$ cat config.mk
export PLATFORM = sky130hd
export DESIGN_NAME = div_issue_stage
export DESIGN_NICKNAME = d
export VERILOG_FILES = /design/src/rtl/div_issue_stage.sv
export SDC_FILE = /design/constraint.sdc
export NUM_CORES = 1
export LEC_CHECK = 0
export BUFFER_PORTS_ARGS = -buffer_cell sky130_fd_sc_hd__buf_4
export CORE_ASPECT_RATIO = 0.6
export CORE_UTILIZATION = 45
export DETAILED_ROUTE_END_ITERATION = 8
export PLACE_DENSITY = 0.83
export SETUP_SLACK_MARGIN = 0.1
export SLEW_MARGIN = 5
export SYNTH_ARGS = -nofsm -noshare
export SYNTH_HDL_FRONTEND = slang
export SYNTH_SLANG_ARGS = --single-unit
$ cat constraint.sdc
create_clock -name clk -period 2.6 [get_ports clk]
set_input_delay 0.26 -clock clk [delete_from_list [all_inputs] [get_ports clk]]
set_output_delay 0.26 -clock clk [all_outputs]
set_load 0.02 [all_outputs]
$ cat src/rtl/div_issue_stage.sv
// Divider issue stage: 2-entry operand FIFO feeding an external combinational divider, plus one result register.
// One cycle from acceptance to out_valid; in_ready depends only on FIFO occupancy, so 3 pairs can be buffered in total.
module div_issue_stage #(
  parameter int CNT_W = 8
) (
  input  logic             clk,
  input  logic             rst_n,
  input  logic             in_valid,
  output logic             in_ready,
  input  logic [3:0]       in_a,
  input  logic [3:0]       in_b,
  output logic [3:0]       div_a,
  output logic [3:0]       div_b,
  input  logic [3:0]       div_q,
  input  logic [3:0]       div_r,
  input  logic             div_dbz,
  output logic             out_valid,
  input  logic             out_ready,
  output logic [3:0]       out_q,
  output logic [3:0]       out_r,
  output logic             out_dbz,
  output logic [CNT_W-1:0] err_cnt
);

  typedef struct packed {
    logic [3:0] a;
    logic [3:0] b;
  } pair_t;

  pair_t      mem [2];
  pair_t      head;
  logic [1:0] count;
  logic       wr_ptr;
  logic       rd_ptr;
  logic       push;
  logic       pop;
  logic       fifo_nonempty;

  assign fifo_nonempty = (count != 2'd0);
  assign in_ready      = (count != 2'd2);
  assign push          = in_valid && in_ready;
  assign pop           = fifo_nonempty && (!out_valid || out_ready);
  assign head          = mem[rd_ptr];

  // Empty FIFO presents zero operands so the divider input never shows stale data.
  assign div_a = fifo_nonempty ? head.a : 4'h0;
  assign div_b = fifo_nonempty ? head.b : 4'h0;

  always_ff @(posedge clk) begin
    if (rst_n && push) begin
      mem[wr_ptr] <= '{a: in_a, b: in_b};
    end
  end

  always_ff @(posedge clk) begin
    if (!rst_n) begin
      count  <= 2'd0;
      wr_ptr <= 1'b0;
      rd_ptr <= 1'b0;
    end else begin
      if (push) begin
        wr_ptr <= ~wr_ptr;
      end
      if (pop) begin
        rd_ptr <= ~rd_ptr;
      end
      case ({push, pop})
        2'b10:   count <= count + 2'd1;
        2'b01:   count <= count - 2'd1;
        default: count <= count;
      endcase
    end
  end

  always_ff @(posedge clk) begin
    if (!rst_n) begin
      out_valid <= 1'b0;
      out_q     <= 4'h0;
      out_r     <= 4'h0;
      out_dbz   <= 1'b0;
      err_cnt   <= '0;
    end else if (pop) begin
      out_valid <= 1'b1;
      out_dbz   <= div_dbz;
      // Divide-by-zero reports all-ones quotient and the dividend as remainder.
      out_q     <= div_dbz ? 4'hF : div_q;
      out_r     <= div_dbz ? head.a : div_r;
      if (div_dbz && (err_cnt != {CNT_W{1'b1}})) begin
        err_cnt <= err_cnt + {{(CNT_W-1){1'b0}}, 1'b1};
      end
    end else if (out_ready) begin
      out_valid <= 1'b0;
    end
  end

endmodule

# Word-level counts from Yosys, hierarchy flattened
# Memories as Yosys holds them, arrays and structs flattened. A register that Yosys moved wholly into a read port is not among the register bits.
# Index checks and enable logic that the tools add are counted.
# op_classes
n_eq_ne	4
bitwise_logic	2
muxes	11
n_reduce_logical	10
addsub	3
# op_table
cell	count
2-to-1 mux 4 bit	4
adder 8 x 1 -> 8 bit, second input constant	1
!= test 8 bit, second input constant	1
2-to-1 mux 1 bit	6
nonzero test 2 bit	3
logical AND 1 bit	4
case mux 2 bit (2 select lines)	1
adder 2 x 1 -> 2 bit, second input constant	1
== test 2 x 1 -> 1 bit, second input constant	1
== test 2 bit, second input constant	1
!= test 2 bit, second input constant	1
NOT 1 bit	2
AND reduction 2 bit	1
subtractor 2 x 1 -> 2 bit, second input constant	1
logical NOT 1 bit	1
logical OR 1 bit	1
# totals
n_memories	1
regBits	22
ram_bits	16
# mem_list
memory	depth	width	rd	rd_ports_with_merged_regs	write_ports	line	rtl
mem	2	8	1	1	1	30	pair_t mem [2];

# Depth between registers and ports, before layout
# Gate-level depths: netlist of the first run.
# logic_depth
word_depth	5
depth_mapped	7
depth_no_buf	7

# Worst setup path after synthesis of the first run
# No wires, ideal clock.
# synth_path
path_kind	reg2reg
from	reg count[0]
to	mem mem[0][0] (netlist bit) (enable)
path_stages_with_launch	4
period_less_slack_ns	1.806
path_slack_ns	0.794
path_buffers	0
arrival_time_ns	1.422
setup_ns	0.383
cell_sequence	dfxtp_1 nand2b_1 nand2_1 nor3_1
# synth_via
elab_chain_cells	5
# synth_rtl
item	line	rtl
start, declared	32	logic [1:0] count;
start signal, assigned	68	2'b10: count <= count + 2'd1;
start signal, assigned	69	2'b01: count <= count - 2'd1;
start signal, assigned	70	default: count <= count;
!= test 2 bit	40	assign in_ready = (count != 2'd2);
named net in_ready	9	output logic in_ready,
logical AND 1 bit	41	assign push = in_valid && in_ready;
logical AND 1 bit	50	if (rst_n && push) begin
2-to-1 mux 1 bit	50	
2-to-1 mux 1 bit (implied by the code)	51	mem[wr_ptr] <= '{a: in_a, b: in_b};
end, declared	30	
# The timed path passes the listed nets, and every way through them passes these cells.

# Final worst setup path of the first run
# layout_path
from	reg count[0]
to	mem mem[0][7] (netlist bit) (enable)
# layout_via
elab_chain_cells	5
# layout_rtl
item	line
!= test 2 bit	40
logical AND 1 bit	41
logical AND 1 bit	50
2-to-1 mux 1 bit	50
2-to-1 mux 1 bit (implied by the code)	51
# Every way passes these cells.

==> tab_implementation.tex, run 1 <==
\begin{tabular}{lr}
\hline
Metric & Value \\
\hline
\multicolumn{2}{l}{\textbf{Logic synthesis}} \\
Post-synth EDFFs & 16 \\
Post-synth top area share & 0.2934 \\
Most repeated cell in the gate-level netlist after synthesis & nor2\_1 \\
Post-Synthesis Net Count & $\sim$180 \\
Cell count after synthesis & 153 \\
Post-synthesis instance area & around 0.0016 mm2 \\
Most common library cells after synthesis & 24 x nor2\_1, 23 x dfxtp\_1, 16 x edfxtp\_1 \\
Share of flip-flops with an asynchronous set or reset after synthesis & 0 \\
Most common flop cell mapped by yosys & dfxtp\_1 \\
Post-synthesis area per instance & $\sim$11 um2 \\
Count of state elements after synthesis & 39 \\
Library cell occupying the most area in the post-synthesis netlist & edfxtp\_1 \\
Number of distinct standard cells referenced by the synthesized netlist & 32 \\
Yosys Warn Count & 0 \\
Most area-consuming cells after synthesis & edfxtp\_1 29\%, dfxtp\_1 28\%, mux2i\_1 5.5\%, nor2\_1 5.5\%, a21oi\_1 4.3\% \\
Sequential area share after synthesis & 0.5745 \\
\multicolumn{2}{l}{\textbf{Run status}} \\
Status & completed \\
\multicolumn{2}{l}{\textbf{Worst setup path}} \\
Cell depth of the worst flop-to-flop path & 3 \\
Type of origin of the critical path & flip-flop \\
FF-to-FF setup slack & around 560 ps \\
Crit path arrival time & 1950 ps \\
Endpoint of the worst register-to-register path & mem[0][7] \\
Critical path endpoint category & flip-flop \\
Crit path max fanout & 8 \\
Crit path kind & reg -> reg \\
Reg-to-Reg Start & count[0] \\
Required time at the endpoint of the critical path & around 2500 ps \\
\multicolumn{2}{l}{\textbf{Die}} \\
I/O pins & 48 \\
Die span in y & 48.73 um \\
Total number of placement rows & 16 \\
Overall die width & between 70 and 80 um \\
Core area & between 0.003 and 0.004 mm2 \\
Area of the die & about 0.0039 mm2 \\
Starting Density & 0.4870 \\
\multicolumn{2}{l}{\textbf{Power and ir drop}} \\
Total power draw & approximately 0.0021 W \\
Static Leak & just over 0.8 nW \\
Power density normalized to cell area & 1011 mW/mm2 \\
Worst vdd ir & 0.6496 mV \\
\multicolumn{2}{l}{\textbf{Detailed routing}} \\
Number of design-rule violations left by the first detailed-router iteration & between 40 and 50 \\
Average routed wire per standard cell & 14.05 um \\
Number of antenna-violating nets in the routed design & 0 \\
Count of TritonRoute iterations in the first routing pass & 4 \\
Mean number of vias per cell & 5.279 \\
DRC & 0 \\
Overall routed net length & around 3.5 mm \\
Vias & about 1300 \\
\multicolumn{2}{l}{\textbf{Global routing}} \\
Antenna violations before repair & 0 \\
Total overflow reported by the global router & 0 \\
Pin count of the biggest net entering global routing & 23 \\
Via count of the first global-routing pass & between 1000 and 1500 \\
Total track usage & 0.1949 \\
Wire length of the first global-routing pass & 5.637 mm \\
\multicolumn{2}{l}{\textbf{Hold path}} \\
Sink of the worst hold path & mem[1][6] \\
Hold Startpoint & in\_a[2] \\
Depth of the worst hold-timing path & 1 \\
Hold crit path type & in -> reg \\
\multicolumn{2}{l}{\textbf{Timing}} \\
Fin Clk Skew & around 3.6 ps \\
Setup repair after global routing missed its margin & false \\
Total negative slack & 0 ps \\
Final Hold Viols & 0 \\
Final clock period utilization by the worst path & 0.7854 \\
Transition time at the pin with the least slew margin & 1187 ps \\
Number of max-slew violations in the final report & 0 \\
Slew Limit Headroom & 0.2028 \\
Post-route minimum period & 2042 ps \\
Setup violation total in the final timing report & 0 \\
Fmax & 489.7 MHz \\
\multicolumn{2}{l}{\textbf{Run}} \\
Total of max-cap violations & 0 \\
\multicolumn{2}{l}{\textbf{Clocking}} \\
\# Post-CTS Setup Buffers & 0 \\
Inserted Clock Buffers & 5 \\
Clock Sink Count & 39 \\
Resized cells post-CTS & 0 \\
Clock Latency Late Sink & 290 ps \\
Maximum buffer depth of the clock tree & 2 \\
Hold bufs inserted after CTS & 0 \\
CTS tree & done \\
Clock slew seen by the registers of the worst setup and hold paths & roughly 80 ps \\
Number of H-tree branching levels & 2 \\
Clock root buffer & clkbuf\_8 \\
\multicolumn{2}{l}{\textbf{Final layout}} \\
Final instance area & 0.002102 mm2 \\
Count of inserted antenna diode cells & 0 \\
Finished Core Util & 0.6250 \\
Layout overhead on the synthesized area & 28.34\% \\
Fraction of layout instances using a drive strength above 1 & 0.3119 \\
Final-stage net count & 224 \\
\multicolumn{2}{l}{\textbf{Placement}} \\
Routability congestion estimate & 0.7873 \\
IO Port Bufs & 47 \\
HPWL Detailed & between 2 and 3 mm \\
Placement-stage cell area & 0.002013 mm2 \\
\hline
\end{tabular}
[metal layers]
metal / routed length [um] / global-route usage / vias up
met5: 0 / 0 / -
met4: 33 / 0.05357 / 0
met3: 169 / 0.05660 / 5
met2: 1493 / 0.2821 / 38
met1: 1774 / 0.2836 / 608
li1: - / - / 653
[critical path, cell delays in order, from the launching register on]
cell	delay (ps)
dfxtp_1	440
nand2b_1	170
nand2_1	130
nor3_1	920
[cell usage in the layout, fill, tap and decap left out, types with 2 or more instances in the layout]
master | netlist | routed
nor2_1 | 24 | 24
and4_4 | 2 | 2
clkinvlp_4 | 0 | 2
mux2i_1 | 9 | 9
nand2_1 | 7 | 7
buf_4 | 0 | 49
or4_1 | 5 | 5
nand2b_1 | 3 | 3
nor3_1 | 10 | 10
ha_1 | 2 | 2
xnor2_1 | 3 | 3
clkbuf_8 | 1 | 5
a21oi_1 | 14 | 14
edfxtp_1 | 16 | 16
nand3_1 | 2 | 2
a2111oi_0 | 4 | 4
o31ai_1 | 4 | 4
dfxtp_1 | 23 | 23
o21ai_0 | 4 | 4
inv_1 | 3 | 3
[report_power, final]
part / switching (W) / leakage [nW] / internal [W] / total, W
registers: 0.0000999 / 0.335 / 0.000756 / 0.000856
logic: 0.000500 / 0.443 / 0.000370 / 0.000870
clock network: 0.000212 / 0.0402 / 0.000186 / 0.000398
[flip-flops by register name (all words and copies together), names as in the netlist, named ones only]
signal     cells
err_cnt        8
mem           16
wr_ptr         1
rd_ptr         1
out_dbz        1
out_valid      1
count          2
out_q          4
out_r          4
[area by class of cell]
class | count | area [um2]
clock buffers | 5 | 68.82
multi-input cells | 103 | 636.9
inverters | 3 | 11.26
well taps | 45 | 56.30
fillers | 284 | 1261
clock inverters | 3 | 20.02
flip-flops and latches | 39 | 940.9
repair buffers | 49 | 367.9
[cells by family after synthesis]
kind of cell | count (synthesis) | share of synthesized area
multiplexers | 9 | 0.05501
adder cells (fa/ha/maj) | 2 | 0.01528
AND/OR/NAND/NOR | 61 | 0.1971
XOR/XNOR | 4 | 0.02139
flip-flops | 39 | 0.5745
buffers and inverters | 11 | 0.03666
AO/OA/AOI/OAI | 27 | 0.1001
[metrics by stage]
stage,setup WS (ps),hold slack [ps],instances
floorplan,794.2,358.9,153
global placement,669.5,448.9,239
detailed placement,616.3,448.0,239
CTS,559.9,147.7,247
global route,386.2,135.2,247
finish,558.0,151.6,247
[how the worst max path moves through the flow]
stage	start	slack, ps	end	cells after the start
after detailed placement	count[0]	620	mem[0][3]	3
final	count[0]	560	mem[0][7]	3
after global routing	count[0]	390	mem[1][1]	3
after CTS	count[0]	560	mem[1][4]	3
after floorplan	count[0]	790	mem[0][0]	3
after global placement	count[0]	670	mem[1][6]	3
Note: power is estimated with default switching activity, not from simulation.
==> run 2: changes to the inputs <==
- PLACE_DENSITY: 0.83 -> 0.86
- clock period: 2.6 -> 1.8 ns (I/O delays scaled with it)
==> run 2 against run 1 <==
  * Clock-buffer cell count up 2
  * Total power up 48%
  * Sequential power up 43%
  * Register-to-register slack worse by 400 ps
  * Critical path type unchanged
  * Clock power up 38%
  * Worst hold slack worse by 75 ps
  * Global-route usage down 0.33 points
  * Design area up 1.6%
  * First-iteration DRC count up 83%
  * Wire length up 1.2%
  * Largest power group unchanged
==> tab_implementation.tex, run 2 (synthesis gave the netlist of run 1 again) <==
\begin{tabular}{lr}
\hline
Metric & Value \\
\hline
\multicolumn{2}{l}{\textbf{Hold path}} \\
Hold crit path type & in -> reg \\
Depth of the worst hold-timing path & 1 \\
\multicolumn{2}{l}{\textbf{Die}} \\
Starting Density & 0.4870 \\
Overall die width & 79.89 um \\
Core area & 0.003363 mm2 \\
Area of the die & between 0.003 and 0.004 mm2 \\
Die span in y & 48.73 um \\
Total number of placement rows & 16 \\
I/O pins & 48 \\
\multicolumn{2}{l}{\textbf{Final layout}} \\
Layout overhead on the synthesized area & 30.40\% \\
Leading registers by flop count & mem x16, err\_cnt x8 \\
Fillers & 274 \\
Count of inserted antenna diode cells & 0 \\
Final-stage net count & approximately 230 \\
Leading cell type in the layout, fill and taps excluded & buf\_4 \\
Highest-count cells in the layout ignoring fill and taps & 54 x buf\_4, 24 x nor2\_1, 20 x dfxtp\_1 \\
Register containing the most flip-flops in the final layout & mem \\
Fraction of layout instances using a drive strength above 1 & 0.3333 \\
Max FFs per register & 16 \\
Final instance area & 0.002136 mm2 \\
\multicolumn{2}{l}{\textbf{Worst setup path}} \\
Cell class contributing the biggest share of worst-path delay & simple AND/OR/NAND/NOR gates \\
WP buf/inv & 0 \\
Crit path kind & reg -> reg \\
Crit path max fanout & 5 \\
Highest cell delay on the worst timing path & 390 ps \\
Cell chain of the critical path & nand2b\_1 -> nand2\_1 -> ha\_1 -> or3\_1 -> a21oi\_1 \\
Cell depth of the worst flop-to-flop path & 5 \\
Stages on the worst setup path & 5 \\
Required time at the endpoint of the critical path & between 2000 and 2500 ps \\
Critical Path Slowest Stage Cell & dfxtp\_2 \\
Critical path endpoint category & flip-flop \\
FF-to-FF setup slack & 160 ps \\
Crit path arrival time & 1850 ps \\
Type of origin of the critical path & flip-flop \\
\multicolumn{2}{l}{\textbf{Placement}} \\
Placement Setup Slack & approximately 180 ps \\
Routability congestion estimate & 0.7857 \\
Placement-stage cell area & 0.002052 mm2 \\
IO Port Bufs & 47 \\
HPWL Detailed & about 2.6 mm \\
\multicolumn{2}{l}{\textbf{Clocking}} \\
Maximum buffer depth of the clock tree & 2 \\
Number of H-tree branching levels & 2 \\
Clock slew seen by the registers of the worst setup and hold paths & 70 ps \\
CTS tree & done \\
\# Post-CTS Setup Buffers & 0 \\
Clock Latency Late Sink & 280 ps \\
Clock root buffer & clkbuf\_8 \\
Hold bufs inserted after CTS & 0 \\
Clock Sink Count & 39 \\
Resized cells post-CTS & 0 \\
Inserted Clock Buffers & 5 \\
\multicolumn{2}{l}{\textbf{Timing}} \\
Post-route minimum period & 1638 ps \\
Fmax & slightly above 600 MHz \\
Setup violation total in the final timing report & 0 \\
Hold\_ws & 76.74 ps \\
Final clock period utilization by the worst path & 0.9101 \\
Number of max-slew violations in the final report & 0 \\
Transition time at the pin with the least slew margin & 403.4 ps \\
Fin Clk Skew & 7.907 ps \\
Slew Limit Headroom & 0.7241 \\
Min setup slack post-route & about 160 ps \\
Setup repair after global routing missed its margin & false \\
Total negative slack & 0 ps \\
Final Hold Viols & 0 \\
\multicolumn{2}{l}{\textbf{Detailed routing}} \\
Average routed wire per standard cell & 13.93 um \\
Highest metal layer with signal wires & met4 \\
Mean number of vias per cell & 5.262 \\
Overall routed net length & 3.511 mm \\
Number of antenna-violating nets in the routed design & 0 \\
DRC & 0 \\
Met1 Wirelength & 1.752 mm \\
Count of TritonRoute iterations in the first routing pass & 4 \\
WL met2 & 1.484 mm \\
Number of design-rule violations left by the first detailed-router iteration & 75 \\
Wire length on met3 & approximately 230 um \\
Vias & around 1300 \\
\multicolumn{2}{l}{\textbf{Global routing}} \\
Pin count of the biggest net entering global routing & 23 \\
Wire length of the first global-routing pass & 5.589 mm \\
Via count of the first global-routing pass & 1224 \\
Total track usage & 0.1916 \\
Antenna violations before repair & 0 \\
Total overflow reported by the global router & 0 \\
\multicolumn{2}{l}{\textbf{Power and ir drop}} \\
Power density normalized to cell area & 1467 mW/mm2 \\
Static Leak & 0.8473 nW \\
Total power draw & 0.003134 W \\
Worst vdd ir & between 0.7 and 0.8 mV \\
\multicolumn{2}{l}{\textbf{Run}} \\
Total of max-cap violations & 0 \\
\multicolumn{2}{l}{\textbf{Run status}} \\
Status & completed \\
\hline
\end{tabular}
-- run 2: cell count changes in the layout (fill, tap and decap cells not counted), sizes merged --
cell | before | now
clkinvlp | 2 | 0
buf | 49 | 54
clkbuf | 5 | 7
-- run 2: metrics by stage --
stage	utilization	instances
after floorplan	-	153
after CTS	0.6343	252
after detailed placement	0.6101	244
after global placement	0.6101	244
after global routing	0.6350	252
final	0.6350	252
-- run 2: layer usage --
metal / vias up / global-route usage
met2: 36 / 0.2735
met3: 6 / 0.06604
met5: - / 0
li1: 662 / -
met4: 0 / 0.06250
met1: 622 / 0.2712
-- run 2: final timing paths --
kind | start | to
max reg2reg | count[0] | count[1]
min reg2reg | out_dbz | out_dbz
min | in_b[3] | mem[0][3]
max | count[0] | count[1]
-- run 2: report_power, final --
part | total [W] | leakage (nW) | switching, W | internal [W]
Clock | 0.000551 | 0.0422 | 0.000279 | 0.000272
Sequential | 0.00122 | 0.336 | 0.000126 | 0.00110
Combinational | 0.00136 | 0.469 | 0.000765 | 0.000594
-- run 2: cell type report --
class | instances | area (um2) | share of cell area
Sequential cell | 39 | 944.7 | 0.4423
Inverter | 3 | 11.26 | 0.005272
Multi-Input combinational cell | 103 | 636.9 | 0.2982
Timing Repair Buffer | 54 | 405.4 | 0.1898
Clock buffer | 7 | 76.32 | 0.03574
Clock inverter | 1 | 5.005 | 0.002343
Tap cell | 45 | 56.30 | 0.02636
==> run 3: changes to the inputs <==
==> constraint.sdc (replaced) <==
create_clock -name clk -period 1.8 [get_ports clk]
set_input_delay 0.36 -clock clk [delete_from_list [all_inputs] [get_ports clk]]
set_output_delay 0.36 -clock clk [all_outputs]
set_load 0.02 [all_outputs]
==> run 3 against run 2 <==
  * Global-route usage is 1.1 points higher
  * Flip-flop and latch count stayed put
  * Worst setup slack better by 9.9 ps
  * Critical path type unchanged
  * Maximum frequency is 0.61% higher
  * Sequential power hardly changed
  * Wire length is 2.6% higher
  * Largest power group unchanged
==> tab_implementation.tex, run 3 (synthesis gave the netlist of run 1 again) <==
\begin{tabular}{lr}
\hline
Metric & Value \\
\hline
\multicolumn{2}{l}{\textbf{Detailed routing}} \\
Vias & between 1000 and 1500 \\
DRC & 0 \\
Count of TritonRoute iterations in the first routing pass & 4 \\
Overall routed net length & 3.604 mm \\
Number of design-rule violations left by the first detailed-router iteration & 149 \\
Mean number of vias per cell & about 5.2 \\
Average routed wire per standard cell & 14.13 um \\
Number of antenna-violating nets in the routed design & 0 \\
\multicolumn{2}{l}{\textbf{Clocking}} \\
CTS tree & done \\
Number of H-tree branching levels & 2 \\
Clock Sink Count & 39 \\
Inserted Clock Buffers & 5 \\
Clock Latency Late Sink & 300 ps \\
Maximum buffer depth of the clock tree & 2 \\
Clock root buffer & clkbuf\_8 \\
Hold bufs inserted after CTS & 0 \\
Clock slew seen by the registers of the worst setup and hold paths & 70 ps \\
\multicolumn{2}{l}{\textbf{Final layout}} \\
Leading cell type in the layout, fill and taps excluded & buf\_4 \\
Fraction of layout instances using a drive strength above 1 & 0.3619 \\
Total area of multi-input combinational cells & 639.4 um2 \\
Register containing the most flip-flops in the final layout & mem \\
Finished Core Util & 0.6443 \\
Highest-count cells in the layout ignoring fill and taps & 57 x buf\_4, 24 x nor2\_1, 19 x dfxtp\_1 \\
Leading registers by flop count & mem x16, err\_cnt x8 \\
Final instance area & 0.002167 mm2 \\
Fillers & about 260 \\
Final-stage net count & 232 \\
Count of inserted antenna diode cells & 0 \\
Max FFs per register & 16 \\
Area used by sequential logic in the layout & 948.4 um2 \\
Layout overhead on the synthesized area & 32.31\% \\
\multicolumn{2}{l}{\textbf{Timing}} \\
Setup violation total in the final timing report & 0 \\
Number of max-slew violations in the final report & 0 \\
Final clock period utilization by the worst path & 0.9046 \\
Total negative slack & 0 ps \\
Fmax & between 600 and 700 MHz \\
Setup repair after global routing missed its margin & false \\
Slew Limit Headroom & 0.7028 \\
Fin Clk Skew & 10.48 ps \\
Transition time at the pin with the least slew margin & 441.7 ps \\
Final Hold Viols & 0 \\
Post-route minimum period & 1628 ps \\
\multicolumn{2}{l}{\textbf{Worst setup path}} \\
Type of origin of the critical path & flip-flop \\
Crit. Startpoint & count[0] \\
Critical path endpoint category & flip-flop \\
FF-to-FF setup slack & 170 ps \\
Reg-to-Reg Start & count[0] \\
Crit path kind & reg -> reg \\
Crit path max fanout & 14 \\
Crit path arrival time & 1860 ps \\
Required time at the endpoint of the critical path & between 2000 and 2500 ps \\
\multicolumn{2}{l}{\textbf{Hold path}} \\
Hold crit path type & in -> reg \\
Hold Startpoint & in\_b[3] \\
\multicolumn{2}{l}{\textbf{Die}} \\
Die span in y & a little under 50 um \\
Overall die width & between 70 and 80 um \\
I/O pins & 48 \\
Total number of placement rows & 16 \\
Starting Density & 0.4870 \\
Area of the die & 0.003893 mm2 \\
Core area & 0.003363 mm2 \\
\multicolumn{2}{l}{\textbf{Global routing}} \\
Via count of the first global-routing pass & 1234 \\
Total track usage & 0.2025 \\
Total overflow reported by the global router & 0 \\
Wire length of the first global-routing pass & 5.706 mm \\
Antenna violations before repair & 0 \\
Pin count of the biggest net entering global routing & 23 \\
\multicolumn{2}{l}{\textbf{Placement}} \\
Routability congestion estimate & 0.7579 \\
HPWL Detailed & 2.558 mm \\
Placement-stage cell area & between 0.002 and 0.0025 mm2 \\
IO Port Bufs & 47 \\
\multicolumn{2}{l}{\textbf{Power and ir drop}} \\
Power density normalized to cell area & around 1500 mW/mm2 \\
Static Leak & 0.8652 nW \\
Worst vdd ir & 0.9555 mV \\
\multicolumn{2}{l}{\textbf{Run}} \\
Total of max-cap violations & 0 \\
\multicolumn{2}{l}{\textbf{Run status}} \\
Status & completed \\
\hline
\end{tabular}
## run 3: cell type report
type	count	share of cell area
multi-input combinational	103	0.2950
inverter	3	0.005196
tap	45	0.02598
clock buffer	5	0.03176
clock inverter	3	0.006928
timing repair buffer	57	0.1975
sequential	39	0.4376
## run 3: through the flow
step	total power [W]	hold slack [ps]	setup slack [ps]	std cells
final	0.003178	242.1	171.7	255
after global routing	0.003371	237.1	101.9	255
after CTS	0.003157	234.2	115.6	253
after detailed placement	0.002581	474.5	109.6	245
after global placement	0.002550	448.3	136.6	245
after floorplan	0.002056	458.9	-5.792	153
## run 3: path summary, 6_finish.rpt
kind / endpoint / cells after the start
hold reg to reg: out_dbz / 2
setup reg to reg: err_cnt[4] / 5
hold / removal: mem[1][3] / 1
setup / recovery: err_cnt[4] / 5
## run 3: per-layer routing
| layer | track usage | share of wire | wire [um] | up-vias |
|---|---|---|---|---|
| met4 | 0.09821 | 0.015 | 55 | 0 |
| li1 | - | - | - | 670 |
| met3 | 0.05849 | 0.075 | 269 | 6 |
| met5 | 0 | 0 | 0 | - |
| met1 | 0.2821 | 0.47 | 1681 | 615 |
| met2 | 0.2877 | 0.44 | 1598 | 46 |
## run 3: critical path: stages, from the launching register on
cell and delay, ps:
dfxtp_2 390, nor2_2 40, buf_4 180, nand3b_4 240, or4_1 560, a21oi_1 170
## run 3: power breakdown
group	internal (W)	switching [W]
sequential	0.00111	0.000124
clock	0.000265	0.000304
combinational	0.000621	0.000759
## run 3: repair_timing
item / in CTS / in global routing
endpoints found under the setup margin: 5 / 7
pin swaps: 0 / 0
buffers inserted: 0 / 2
gates resized for setup: 1 / 4
endpoints found under the hold margin: 0 / 0
